==> src/rtl/acc_seq_pkg.sv <==
// rtl/acc_seq_pkg.sv - shared op codes, ACC mode codes and sequencer states (ACC_SEQ_MUL_EN gates MUL4)
package acc_seq_pkg;

    typedef enum logic [2:0] {
        OP_NOP  = 3'b000,
        OP_LOAD = 3'b001,
        OP_SHR8 = 3'b010,
        OP_SHL8 = 3'b011,
        OP_MUL4 = 3'b100,
        OP_READ = 3'b101,
        OP_CLRH = 3'b110,
        OP_NOP7 = 3'b111
    } op_e;

    typedef enum logic [1:0] {
        ACC_HOLD = 2'b00,
        ACC_SHR  = 2'b01,
        ACC_SHL  = 2'b10,
        ACC_LOAD = 2'b11
    } acc_mode_e;

    typedef enum logic [3:0] {
        S_IDLE,
        S_LOAD_H,
        S_LOAD_L,
        S_CLR_H,
        S_SHIFT,
        S_MUL_ADD,
        S_MUL_SHIFT,
        S_READ,
        S_DONE
    } state_e;

    // Ops without an action phase (and MUL4 when not built) fall straight to DONE.
    function automatic state_e first_state(input op_e op);
        case (op)
            OP_LOAD:          first_state = S_LOAD_H;
            OP_SHR8, OP_SHL8: first_state = S_SHIFT;
`ifdef ACC_SEQ_MUL_EN
            OP_MUL4:          first_state = S_MUL_ADD;
`endif
            OP_READ:          first_state = S_READ;
            OP_CLRH:          first_state = S_CLR_H;
            default:          first_state = S_DONE;
        endcase
    endfunction

endpackage

==> src/rtl/acc_seq_if.sv <==
// rtl/acc_seq_if.sv - request/status handshake and ACC control bundle of the sequencer
interface acc_seq_if;
    logic       start;
    logic [2:0] op;
    logic       acc_low_lsb;
    logic       alu_carry;
    logic       shift_fill;
    logic [1:0] acc_high_select;
    logic [1:0] acc_low_select;
    logic       acc_in_select;
    logic       fill_value;
    logic       acc_high_reset_p;
    logic       rd_en;
    logic       busy;
    logic       done;

    modport slave (
        input  start, op, acc_low_lsb, alu_carry, shift_fill,
        output acc_high_select, acc_low_select, acc_in_select, fill_value,
               acc_high_reset_p, rd_en, busy, done
    );

    modport master (
        output start, op, acc_low_lsb, alu_carry, shift_fill,
        input  acc_high_select, acc_low_select, acc_in_select, fill_value,
               acc_high_reset_p, rd_en, busy, done
    );
endinterface

==> src/rtl/acc_seq.sv <==
// rtl/acc_seq.sv - accumulator control sequencer; MUL4 shift-and-add built only with ACC_SEQ_MUL_EN
module acc_seq
    import acc_seq_pkg::*;
(
    input  logic      clk,
    input  logic      reset_n,
    acc_seq_if.slave  ctl
);

    state_e r_state;
    state_e w_next_state;
    op_e    r_op;

`ifdef ACC_SEQ_MUL_EN
    logic [1:0] r_cnt;
    logic       r_carry;
`else
    logic w_unused_mul;
    assign w_unused_mul = &{1'b0, ctl.acc_low_lsb, ctl.alu_carry};
`endif

    always_ff @(posedge clk) begin
        if (!reset_n) begin
            r_state <= S_IDLE;
            r_op    <= OP_NOP;
`ifdef ACC_SEQ_MUL_EN
            r_cnt   <= 2'd0;
            r_carry <= 1'b0;
`endif
        end else begin
            r_state <= w_next_state;
            if (r_state == S_IDLE && ctl.start) begin
                r_op <= op_e'(ctl.op);
            end
`ifdef ACC_SEQ_MUL_EN
            // Carry only survives when the add actually happened this iteration.
            if (r_state == S_MUL_ADD) begin
                r_carry <= ctl.acc_low_lsb ? ctl.alu_carry : 1'b0;
            end
            if (r_state == S_MUL_SHIFT) begin
                r_cnt <= r_cnt + 2'd1;
            end
`endif
        end
    end

    always_comb begin
        w_next_state         = r_state;
        ctl.acc_high_select  = ACC_HOLD;
        ctl.acc_low_select   = ACC_HOLD;
        ctl.acc_in_select    = 1'b0;
        ctl.fill_value       = 1'b0;
        ctl.acc_high_reset_p = 1'b0;
        ctl.rd_en            = 1'b0;
        ctl.done             = 1'b0;
        ctl.busy             = (r_state != S_IDLE) && (r_state != S_DONE);

        case (r_state)
            S_IDLE: begin
                if (ctl.start) begin
                    w_next_state = first_state(op_e'(ctl.op));
                end
            end
            S_LOAD_H: begin
                ctl.acc_high_select = ACC_LOAD;
                ctl.acc_in_select   = 1'b1;
                w_next_state        = S_LOAD_L;
            end
            S_LOAD_L: begin
                ctl.acc_low_select = ACC_LOAD;
                w_next_state       = S_CLR_H;
            end
            S_CLR_H: begin
                ctl.acc_high_reset_p = 1'b1;
                w_next_state         = S_DONE;
            end
            S_SHIFT: begin
                ctl.acc_high_select = (r_op == OP_SHL8) ? ACC_SHL : ACC_SHR;
                ctl.acc_low_select  = (r_op == OP_SHL8) ? ACC_SHL : ACC_SHR;
                ctl.fill_value      = ctl.shift_fill;
                w_next_state        = S_DONE;
            end
            S_READ: begin
                ctl.rd_en    = 1'b1;
                w_next_state = S_DONE;
            end
`ifdef ACC_SEQ_MUL_EN
            S_MUL_ADD: begin
                if (ctl.acc_low_lsb) begin
                    ctl.acc_high_select = ACC_LOAD;
                    ctl.acc_in_select   = 1'b0;
                end
                w_next_state = S_MUL_SHIFT;
            end
            S_MUL_SHIFT: begin
                ctl.acc_high_select = ACC_SHR;
                ctl.acc_low_select  = ACC_SHR;
                ctl.fill_value      = r_carry;
                w_next_state        = (r_cnt == 2'd3) ? S_DONE : S_MUL_ADD;
            end
`endif
            S_DONE: begin
                ctl.done     = 1'b1;
                w_next_state = S_IDLE;
            end
            default: begin
                w_next_state = S_IDLE;
            end
        endcase
    end

endmodule

==> src/flat_wrapper.sv <==
// flat-port wrapper written by rule: the top's interface ports become plain ports
module acc_seq_flat import acc_seq_pkg::*;
  (clk, reset_n, ctl_start, ctl_op, ctl_acc_low_lsb, ctl_alu_carry, ctl_shift_fill, ctl_acc_high_select, ctl_acc_low_select, ctl_acc_in_select, ctl_fill_value, ctl_acc_high_reset_p, ctl_rd_en, ctl_busy, ctl_done);
  acc_seq_if ctl_i ();
  input  logic clk;
  input  logic reset_n;
  input wire logic [$bits(ctl_i.start)-1:0] ctl_start;
  input wire logic [$bits(ctl_i.op)-1:0] ctl_op;
  input wire logic [$bits(ctl_i.acc_low_lsb)-1:0] ctl_acc_low_lsb;
  input wire logic [$bits(ctl_i.alu_carry)-1:0] ctl_alu_carry;
  input wire logic [$bits(ctl_i.shift_fill)-1:0] ctl_shift_fill;
  output wire logic [$bits(ctl_i.acc_high_select)-1:0] ctl_acc_high_select;
  output wire logic [$bits(ctl_i.acc_low_select)-1:0] ctl_acc_low_select;
  output wire logic [$bits(ctl_i.acc_in_select)-1:0] ctl_acc_in_select;
  output wire logic [$bits(ctl_i.fill_value)-1:0] ctl_fill_value;
  output wire logic [$bits(ctl_i.acc_high_reset_p)-1:0] ctl_acc_high_reset_p;
  output wire logic [$bits(ctl_i.rd_en)-1:0] ctl_rd_en;
  output wire logic [$bits(ctl_i.busy)-1:0] ctl_busy;
  output wire logic [$bits(ctl_i.done)-1:0] ctl_done;
  assign ctl_i.start = ctl_start;
  assign ctl_i.op = ctl_op;
  assign ctl_i.acc_low_lsb = ctl_acc_low_lsb;
  assign ctl_i.alu_carry = ctl_alu_carry;
  assign ctl_i.shift_fill = ctl_shift_fill;
  assign ctl_acc_high_select = ctl_i.acc_high_select;
  assign ctl_acc_low_select = ctl_i.acc_low_select;
  assign ctl_acc_in_select = ctl_i.acc_in_select;
  assign ctl_fill_value = ctl_i.fill_value;
  assign ctl_acc_high_reset_p = ctl_i.acc_high_reset_p;
  assign ctl_rd_en = ctl_i.rd_en;
  assign ctl_busy = ctl_i.busy;
  assign ctl_done = ctl_i.done;
  acc_seq u_core (.clk(clk), .reset_n(reset_n), .ctl(ctl_i));
endmodule
==> config.mk <==
export PLATFORM = sky130hd
export DESIGN_NAME = acc_seq_flat
export DESIGN_NICKNAME = d
export VERILOG_FILES = /design/src/rtl/acc_seq_pkg.sv /design/src/rtl/acc_seq_if.sv /design/src/rtl/acc_seq.sv /design/src/flat_wrapper.sv
export SDC_FILE = /design/constraint.sdc
export NUM_CORES = 1
export LEC_CHECK = 0
export BUFFER_PORTS_ARGS = -buffer_cell sky130_fd_sc_hd__buf_2
export CAP_MARGIN = 5
export CORE_AREA = 2 2 39 41
export CTS_CLUSTER_SIZE = 20
export DETAILED_ROUTE_END_ITERATION = 10
export DIE_AREA = 0 0 41 43
export GPL_TIMING_DRIVEN = 0
export PLACE_DENSITY_LB_ADDON = 0.1
export SYNTH_ARGS = -nofsm -noshare
export SYNTH_HDL_FRONTEND = slang
export SYNTH_SLANG_ARGS = --single-unit
export TNS_END_PERCENT = 100
==> constraint.sdc <==
create_clock -name clk -period 3 [get_ports clk]
set_input_delay 0.6 -clock clk [delete_from_list [all_inputs] [get_ports clk]]
set_output_delay 0.6 -clock clk [all_outputs]
set_load 0.02 [all_outputs]
== After elaboration in Yosys (flattened, before gate mapping) ==
Index checks and enable logic that the tools add are counted.

* Flip-flop bits (word level): 7
* Word-level logic and storage cells: 33
* Input port bits: 9

* Mux-type cells: 11
* Reduce and logical (&&, ||, !) cells: 6
* Equality and inequality tests: 14

{| class="wikitable"
|+ Operators by type and width
! cell !! number
|-
| $pmux 4 s4 || 2
|-
| $eq 3x2->1 const B || 3
|-
| $eq 4x2->1 const B || 2
|-
| $eq 4x3->1 const B || 2
|-
| $pmux 2 s2 || 2
|-
| $eq 3x3->1 const B || 2
|-
| $mux 1 || 5
|-
| $eq 4x1->1 const B || 1
|-
| $eq 4x4->1 const B || 1
|-
| $logic_not 4->1 || 1
|-
| $mux 4 || 1
|-
| $ne 4x4->1 const B || 1
|-
| $reduce_bool 4->1 || 1
|-
| $eq 3x1->1 const B || 1
|-
| $reduce_or 3->1 || 1
|-
| $logic_and 1x1->1 || 2
|-
| $mux 2 || 1
|-
| $ne 2x2->1 const B || 1
|-
| $reduce_or 2->1 || 1
|}

== Longest topological paths before layout ==
* Depth in word-level cells: 5
* Mapped depth: 5
* Gate-level depth less buffers: 3

== Worst setup path after synthesis ==
No wires, ideal clock.

* Path type: register to output
* Start: register u_core.r_state[2]
* End: output port ctl_done
* Arrival: 1261 ps
* Setup slack: 1139 ps
* Stages on the path, launching flop included: 4
* Required time: 2400 ps
* Cells stage by stage: dfxtp_1 > buf_2 > or3_1 > nor2_1

* Cells in the longest elaborated chain, start to end: 2

{| class="wikitable"
|+ Ends and longest elaborated chain
! item !! line !! text
|-
| from (decl) || acc_seq.sv:10 || <nowiki>state_e r_state;</nowiki>
|-
| from (signal assigned) || acc_seq.sv:31 || <nowiki>r_state <= w_next_state;</nowiki>
|-
| $eq 4x4->1 || acc_seq.sv:58 || <nowiki>case (r_state)</nowiki>
|-
| $mux 1 || acc_seq.sv:58 ||
|-
| to (decl) || flat_wrapper.sv:19 || <nowiki>output wire logic [$bits(ctl_i.done)-1:0] ctl_done;</nowiki>
|}

No other way between the ends.

== Final worst setup path ==
* Start: register u_core.r_state[2]
* End: output port ctl_acc_low_select[1]

* Cells in the longest elaborated chain, start to end: 2
* Elaborated cells between the ends (all ways): 3
* Those cells by class: eq/ne (2); mux (1)

{| class="wikitable"
|+ Ends and longest elaborated chain
! item !! line !! text
|-
| $eq 4x3->1 / $eq 4x2->1 (equally long branches) || acc_seq.sv:58 ||
|-
| $pmux 2 s2 * || acc_seq.sv:58 ||
|-
| to (decl) || flat_wrapper.sv:13 || <nowiki>output wire logic [$bits(ctl_i.acc_low_select)-1:0] ctl_acc_low_select;</nowiki>
|}

Mark *: on every way between the ends. The rest lies on a longest branch, timed or not.

==> flow_metrics.env <==
export IMPL_vias=491
export IMPL_pre_cts_slack_ns=1.285
export IMPL_dp_hpwl_um=766.9
export IMPL_synth_top_family_by_area="simple AND/OR/NAND/NOR gates"
export IMPL_synthCells=63
export IMPL_hold_class="register to register"
export IMPL_drt_wl_total_um=983
export IMPL_place_area_um2=581.8
export IMPL_crit_slowest_cell="dfxtp_1"
export IMPL_path_clk_slew_ns=0.05
export IMPL_min_period_ns=1.983
export IMPL_hp_start="u_core.r_op[2]"
export IMPL_synth_nets=72
export IMPL_synthMuxAreaShare_pct=8.483
export IMPL_synth_compound_area_share_pct=7.712
export IMPL_r2r_start="u_core.r_state[1]"
export IMPL_synthSimpleGateAreaFrac_pct=45.24
export IMPL_seq_area_frac_synth_pct=28.79
export IMPL_cts_hold_buffers=0
export IMPL_dr_pass1_iters=4
export IMPL_multi_input_area_um2=307.8
export IMPL_finalClockSkew_ns=0.002537
export IMPL_vias_per_cell=5.010
export IMPL_core_area_um2=1384
export IMPL_grt_max_degree=11
export IMPL_post_route_period_util_pct=66.11
export IMPL_ios=19
export IMPL_ys_warnings_count=0
export IMPL_wl_per_cell_um=10.03
export IMPL_crit_fanout=10
export IMPL_synth_xor_area_share_pct=1.799
export IMPL_seq_area_um2=140.1
export IMPL_die_h_um=43
export IMPL_rows=14
export IMPL_startpoint="u_core.r_state[2]"
export IMPL_drv_cap=0
export IMPL_start_util_pct=35.17
export IMPL_avgSynthCellArea_um2=7.726
export IMPL_p_per_area_nw_per_um2=494.6
export IMPL_globalRouteOverflowTotal=0
export IMPL_drive_above_1_share_pct=32.93
export IMPL_ant_nets=0
export IMPL_final_util_pct=43.94
export IMPL_gp_congestion=0.7235
export IMPL_synth_adder_area_share_pct=0
export IMPL_maxSlewHeadroom_pct=76.25
export IMPL_diodes=0
export IMPL_grt_pass1_wl_um=1711
export IMPL_final_hold_violation_count=0
export IMPL_grtUsageTotal_pct=15.34
export IMPL_fillers=153
export IMPL_layoutNonFillerInstCount=98
export IMPL_cts_setup_buffers=0
export IMPL_clk_latency_ns=0.25
export IMPL_cp_top_family="buffers and inverters"
export IMPL_leakage_nw=0.3048
export IMPL_ys_types=25
export IMPL_critPathMostFrequentCell="buf_2"
export IMPL_final_cell_mix="buf_2, nand2_1, dfxtp_1, nor3_1, a21oi_1"
export IMPL_drcViolationCount=0
export IMPL_slew_violations=0
export IMPL_cp_num_buf_inv=2
export IMPL_cts_resized=0
export IMPL_ys_seq_elements=7
export IMPL_dp_cells=94
export IMPL_finalPower_mw=0.3008
export IMPL_cts_buffers=3
export IMPL_worstPathRequired_ns=2.40
export IMPL_criticalPathCategory="register to output port"
export IMPL_die_area_um2=1763
export IMPL_worst_ep_arrival_time_ns=1.38
export IMPL_antenna_found_initial=0
export IMPL_cts_tree="done"
export IMPL_first_global_vias=402
export IMPL_clock_sinks=7
export IMPL_final_common_cell="buf_2"
export IMPL_tightest_slew_ns=0.3562
export IMPL_setup_ws_ns=1.017
export IMPL_port_buffers=15
export IMPL_htree_levels=1
export IMPL_syn2layout_area_growth_pct=24.94
export IMPL_cts_root_buf="clkbuf_4"
export IMPL_cpPeakStageDelay_ns=0.34
export IMPL_stdcell_area_um2=608.1
export IMPL_nNetsFinal=92
export IMPL_rsz0062_at_grt="no"
export IMPL_chipWidth_um=41
export IMPL_drt_iter0_markers=6
export IMPL_outcome="finished, final reports clean"
export IMPL_cts_buffer_depth=2
export IMPL_path_cells="buf_2, nor2b_1, a21oi_1, nor3_1, buf_2"
export IMPL_hold_ws_ns=0.4688
export IMPL_fmax_ghz=0.5042
export IMPL_finalSetupViolCount=0
export IMPL_fin_setup_tns_ns=0
export IMPL_syn_cell_area_um2=486.7
export IMPL_cp_end_kind="output port"
export IMPL_startpoint_type="register"
export IMPL_ir_drop_v=0.0002202
power by group:
| part | internal [mW] | total (mW) | switching (mW) |
|---|---|---|---|
| clock network | 0.0508 | 0.0856 | 0.0348 |
| registers | 0.103 | 0.107 | 0.00392 |
| logic | 0.0454 | 0.109 | 0.0632 |
routing by layer:
metal / GRT usage (%) / wire (um)
met5: 0 / 0
met4: 16.00 / 30
met3: 4.712 / 89
met2: 17.81 / 386
met1: 20.26 / 477
final cells by class:
cell class | count | share of cell area (%)
Clock buffer | 4 | 4.321
Timing Repair Buffer | 15 | 12.35
Buffer | 6 | 5.761
Tap cell | 16 | 3.292
Inverter | 1 | 0.6173
Multi-Input combinational cell | 49 | 50.62
Sequential cell | 7 | 23.05
cell families (layout without fill, tap and decap cells):
kind of cell	Yosys count	after routing
compound gates	7	7
xor+xnor	1	1
simple gates	37	37
buf+inv	7	26
flops	7	7
mux	4	4
cell usage after synthesis:
| cell | n | share of area (%) |
|---|---|---|
| nor2b_1 | 5 | 6.4 |
| and4_1 | 1 | 1.8 |
| o31ai_1 | 1 | 1.5 |
| a21oi_1 | 6 | 6.2 |
| mux2_2 | 1 | 2.3 |
| nand3_1 | 2 | 2.1 |
| nand3b_1 | 1 | 1.5 |
| mux2i_1 | 3 | 6.2 |
| or3_1 | 1 | 1.3 |
| or4_4 | 1 | 2.3 |
| xor2_1 | 1 | 1.8 |
| and3b_1 | 2 | 3.6 |
| buf_6 | 1 | 2.3 |
| buf_1 | 1 | 0.77 |
| nor3_1 | 6 | 6.2 |
| buf_2 | 4 | 4.1 |
| inv_1 | 1 | 0.77 |
| nor2_2 | 1 | 1.3 |
| nand3_2 | 1 | 2.1 |
| nor3b_1 | 1 | 1.5 |
| and3_1 | 3 | 3.9 |
| nor2_1 | 3 | 2.3 |
| nand2_1 | 7 | 5.4 |
| dfxtp_1 | 7 | 29 |
| nor4b_1 | 2 | 3.6 |
sequential cells by signal, indices dropped and copies added (netlist names):
| register | flops |
|---|---|
| u_core.r_op | 3 |
| u_core.r_state | 4 |
worst paths after layout:
check	to	slack [ns]	depth (start not counted)
worst max-delay path	ctl_acc_low_select[1]	1.02	5
worst min-delay path	u_core.r_op[2]	0.47	2
worst max register to register	u_core.r_op[1]	1.80	5
worst min register to register	u_core.r_op[2]	0.47	2
worst min-delay path, cell delays in order (launching register included):
cell and delay, ns:
dfxtp_1 0.31, nand2_1 0.06, mux2i_1 0.05
(Power assumes the default switching activity.)
